`src/rtl/wb_timeout_bridge_pkg.sv`:
```
// wb_timeout_bridge_pkg: shared WISHBONE stage types (bridge state, termination bundle)
package wb_timeout_bridge_pkg;
  typedef enum logic {PASS, ERR} bridge_state_e;
  typedef struct packed {
    logic ack;
    logic err;
    logic rty;
  } wb_term_t;
  function automatic logic term_any(input wb_term_t t);
    return t.ack | t.err | t.rty;
  endfunction
endpackage

```
`src/rtl/wb_sat_counter.sv`:
```
// wb_sat_counter: saturating event counter with synchronous clear; clear and increment together yield 1
module wb_sat_counter #(
  parameter int CNT_WIDTH = 16
) (
  input  logic                 clk,
  input  logic                 rst,
  input  logic                 inc,
  input  logic                 clr,
  output logic [CNT_WIDTH-1:0] cnt
);
  always_ff @(posedge clk)
    if (rst) cnt <= '0;
    else cnt <= clr ? CNT_WIDTH'(inc) : (inc && !(&cnt)) ? cnt + CNT_WIDTH'(1) : cnt;
endmodule

```
`src/rtl/wb_timeout_bridge.sv`:
```
// wb_timeout_bridge: zero-latency WB classic pass-through that aborts and errs transfers left unterminated too long
module wb_timeout_bridge
  import wb_timeout_bridge_pkg::*;
#(
  parameter int ADDRESS_WIDTH  = 16,
  parameter int DATA_WIDTH     = 32,
  parameter int TIMEOUT_CYCLES = 256,
  parameter int CNT_WIDTH      = 16
) (
  input  logic                    clk_i,
  input  logic                    rst_i,
  input  logic                    s_cyc_i,
  input  logic                    s_stb_i,
  input  logic                    s_we_i,
  input  logic [ADDRESS_WIDTH-1:0] s_adr_i,
  input  logic [DATA_WIDTH-1:0]   s_dat_i,
  input  logic [DATA_WIDTH/8-1:0] s_sel_i,
  output logic                    s_ack_o,
  output logic                    s_err_o,
  output logic                    s_rty_o,
  output logic [DATA_WIDTH-1:0]   s_dat_o,
  output logic                    m_cyc_o,
  output logic                    m_stb_o,
  output logic                    m_we_o,
  output logic [ADDRESS_WIDTH-1:0] m_adr_o,
  output logic [DATA_WIDTH-1:0]   m_dat_o,
  output logic [DATA_WIDTH/8-1:0] m_sel_o,
  input  logic                    m_ack_i,
  input  logic                    m_err_i,
  input  logic                    m_rty_i,
  input  logic [DATA_WIDTH-1:0]   m_dat_i,
  output logic                    timeout_o,
  output logic [CNT_WIDTH-1:0]    timeout_cnt_o,
  input  logic                    cnt_clr_i
);
  localparam int TW = $clog2(TIMEOUT_CYCLES + 1);
  bridge_state_e state, state_nx;
  logic [TW-1:0] timer, timer_nx;
  wb_term_t m_term;
  logic strobe, term, expire, abort;
  assign m_term = '{ack: m_ack_i, err: m_err_i, rty: m_rty_i};
  assign strobe = s_cyc_i & s_stb_i;
  assign term   = term_any(m_term);
  // a termination on the final waiting cycle wins over the timeout
  assign expire = strobe && !term && timer == TW'(TIMEOUT_CYCLES - 1);
  always_ff @(posedge clk_i)
    if (rst_i) begin
      state <= PASS;
      timer <= '0;
    end else begin
      state <= state_nx;
      timer <= timer_nx;
    end
  always_comb begin
    state_nx = (state == PASS && expire) ? ERR : PASS;
    timer_nx = (state == PASS && strobe && !term && !expire) ? timer + TW'(1) : '0;
  end
  always_comb begin
    abort     = state == ERR;
    m_cyc_o   = s_cyc_i & ~abort;
    m_stb_o   = strobe & ~abort;
    s_ack_o   = strobe & ~abort & m_term.ack;
    s_err_o   = strobe & (abort | m_term.err);
    s_rty_o   = strobe & ~abort & m_term.rty;
    timeout_o = abort;
  end
  assign m_we_o  = s_we_i;
  assign m_adr_o = s_adr_i;
  assign m_dat_o = s_dat_i;
  assign m_sel_o = s_sel_i;
  assign s_dat_o = m_dat_i;
  wb_sat_counter #(.CNT_WIDTH(CNT_WIDTH)) u_cnt (
    .clk(clk_i),
    .rst(rst_i),
    .inc(timeout_o),
    .clr(cnt_clr_i),
    .cnt(timeout_cnt_o)
  );
endmodule

```
`config.mk`:
```
export PLATFORM = sky130hd
export DESIGN_NAME = wb_timeout_bridge
export DESIGN_NICKNAME = d
export VERILOG_FILES = /design/src/rtl/wb_timeout_bridge_pkg.sv /design/src/rtl/wb_sat_counter.sv /design/src/rtl/wb_timeout_bridge.sv
export SDC_FILE = /design/constraint.sdc
export NUM_CORES = 1
export LEC_CHECK = 0
export CAP_MARGIN = 25
export CORE_MARGIN = 5
export CORE_UTILIZATION = 30
export CTS_BUF_LIST = sky130_fd_sc_hd__clkbuf_4
export CTS_CLUSTER_DIAMETER = 100
export DETAILED_ROUTE_END_ITERATION = 6
export HOLD_SLACK_MARGIN = 0.08
export PLACE_DENSITY = 0.84
export REMOVE_ABC_BUFFERS = 1
export SETUP_SLACK_MARGIN = 0.4
export SLEW_MARGIN = 10
export SYNTH_ARGS = -nofsm -noshare
export SYNTH_HDL_FRONTEND = slang
export SYNTH_HIERARCHICAL = 1
export SYNTH_SLANG_ARGS = --single-unit
export TNS_END_PERCENT = 50
```
`constraint.sdc`:
```
create_clock -name clk_i -period 2.1 [get_ports clk_i]
set_clock_uncertainty 0.1 [all_clocks]
set_input_delay 0.42 -clock clk_i [delete_from_list [all_inputs] [get_ports clk_i]]
set_output_delay 0.42 -clock clk_i [all_outputs]
set_load 0.005 [all_outputs]
```
==> metrics <==
port bufs 29; drt pass-1 iters 4; Multi-input gate area between 800 and 900 um2; clk root buf clkbuf_4; CTS Buf Count 3; RSZ-0062 raised after global routing yes; DR DRC count 0; Global Route Usage Sum between 20% and 30%; mean area per synthesized cell slightly above 8 um2; final-report hold violation count 0; first-pass GRT wire length 14500 um; Seq cells post-synth 26; Final setup viols 0; Setup TNS 0 ns; number of global-route vias before repair 1358; Min-Delay Path Class in -> reg; Slew Limit Fails 0; Worst-Skew Late Latency about 0.33 ns; fin nets 306; Ant. Diodes 0; Routed WL per cell 42.3 um; non-filler cells, final approximately 290; post-synthesis async set-or-reset flop share 0%; FMAX around 0.53 GHz; Bufs on Longest Clock Path 2; clock-pin slew on the worst setup and hold paths approximately 0.15 ns; VDD IR max between 0.0002 and 0.0003 V; flip-flop and latch area 591 um2; Bufs and invs on worst path 1; largest net degree at the start of global routing 15; period utilization between 80% and 90%; Post-synth EDFFs 0; Primary FF master, synth dfxtp_1; Critical Path RT approximately 2.3 ns; R2R Path End u_cnt/cnt[15]; Worst R2R Path Depth 5; post-route ant nets 0; first-iteration detailed-routing DRC count 87; Yosys cell types 42; mapped cell area between 0.0015 and 0.002 mm2; crit end category flop; starting density of the core 30.5%; FF-to-FF setup slack between 0.2 and 0.25 ns; yosys warns 6; Syn Inst Count around 230; gr ovfl total 0; Die W 89.9 um; Critical Path Source timeout_o; fraction of layout cells with a size suffix above 1 a little under half; Core ar. around 0.0063 mm2; cts hold-fix bufs 0; die area ~0.0081 mm2; Startpoint Class flop; reg2reg start timeout_o; clk sink count 26; via/cell ratio 5.81; Crit-path slowest cell or4_4; initial antenna violation count 0; I/O pin count 200; DP Wirelength 10300 um; post-synthesis sequential area ratio between 20% and 30%; area grow syn2layout 10.6%; Crit path max-delay family simple AND/OR/NAND/NOR gates; WHS 0.246 ns; # rows 29; GPL Wtd Cong just over 1; Fillers 628; Arrival @ worst endpoint 2.06 ns; Cells after DPL 258; H-tree depth 1; WHS Path Cells 3; crit path kind reg -> reg; status complete, no violations; cell-by-cell listing of the critical path buf_4 > nand4_1 > or4_4 > or4_4 > a21oi_2; Most common cell on crit path or4_4; worst relative slew slack roughly three quarters; largest fanout on the critical path 6; post-route minimum period around 1.9 ns; CTS tree done; power per cell area 345 mW/mm2; hold path start m_rty_i; final wirelength between 10000 and 15000 um; via count between 1500 and 2000; slowest stage delay, CP 0.50 ns; Die Span Y ~90 um; max-cap viol count 0; hold-critical path endpoint timeout_o; Worst Tran Pin Value 0.396 ns; leakage between 0.0008 and 0.0009 uW
per-layer routing:
metal  up-vias  part of all wire [%]  track usage, %
met4         2                   2.2            4.22
met5         -                  0.29            3.21
met3        24                    32            43.0
li1        680                     -               -
met2       216                    48            44.3
met1       739                    18            13.7
sequential cells by signal, indices dropped and copies added, names as in the netlist:
name	count
timeout_o	1
timer	9
u_cnt/cnt	16
cells in the mapped netlist, types with 3 or more instances:
| master | count | area share [%] |
|---|---|---|
| dfxtp_1 | 26 | 27 |
| a21oi_1 | 11 | 2.9 |
| nor2_2 | 6 | 2.0 |
| o31ai_1 | 5 | 2.0 |
| a21oi_2 | 3 | 1.4 |
| o21ai_0 | 9 | 2.4 |
| nor2_1 | 7 | 1.4 |
| inv_1 | 6 | 1.2 |
| or3_1 | 7 | 2.3 |
| or4_1 | 7 | 2.7 |
| ha_1 | 3 | 2.0 |
| buf_4 | 85 | 33 |
| nand3_1 | 8 | 2.1 |
| nand2_1 | 10 | 2.0 |
| nand4_1 | 6 | 2.0 |
worst max path at each step:
stage | cells past startpoint | slack, ns | to
global placement | 5 | -0.17 | s_rty_o
finish | 5 | 0.21 | u_cnt/cnt[15]
CTS | 4 | 0.21 | u_cnt/cnt[15]
global route | 4 | 0.15 | s_ack_o
floorplan | 5 | -0.17 | u_cnt/cnt[0]
detailed placement | 5 | -0.21 | s_ack_o
worst reg2reg max path, stage by stage (launching register included):
cell	delay [ns]
dfxtp_4	0.39
buf_4	0.12
nand4_1	0.11
or4_4	0.47
or4_4	0.50
a21oi_2	0.14
final cells by class:
class                   count  area share [%]
multi-input cells         111            40.0
flip-flops and latches     26            27.9
clock inverters             1           0.177
repair buffers             62            25.3
well taps                  77            4.55
clock buffers               3            1.06
inverters                   6            1.06
kinds of logic (layout without fill, tap and decap cells):
group	after synthesis	in the layout	share of synthesized area (%)
xor+xnor	3	3	1.37
buf+inv	95	72	35.8
fa+ha+maj	3	3	1.96
flops	26	26	27.2
compound gates	38	38	12.7
simple gates	66	66	20.4
mux	1	1	0.523
timing repair:
item	4_1_cts	5_1_grt
buffers inserted	9	13
pin swaps	9	17
endpoints found under the setup margin	45	40
gates resized for setup	52	57
cloned	1	1
where the power goes:
part	internal, uW	switching (uW)	leakage [uW]	total, uW
combinational	20.8	19.6	0.000611	40.3
sequential	470	0.231	0.000225	470
clock	69.9	151	0.0000154	221
total	561	171	0.000851	732
cells in the final DEF (no fill, tap or decap), types with 7 or more instances in the layout:
master	instances
clkdlybuf4s50_1	7
a21oi_2	7
buf_4	29
nand2_1	10
dlymetal6s2s_1	8
nor2_2	7
a21oi_1	7
dlygate4sd2_1	9
or3_1	7
dfxtp_4	18
metrics by stage:
| step | power [uW] | utilization, % | cell area [um2] | setup slack (ns) |
|---|---|---|---|---|
| finish | 732 | 33.8 | 2120 | 0.214 |
| global route | 769 | 33.8 | 2120 | 0.152 |
| detailed placement | 549 | 27.2 | 1710 | -0.209 |
| floorplan | 516 | - | 1250 | -0.166 |
| global placement | 548 | 27.2 | 1710 | -0.174 |
| CTS | 751 | 29.8 | 1870 | 0.213 |
(Power assumes the default switching activity.)
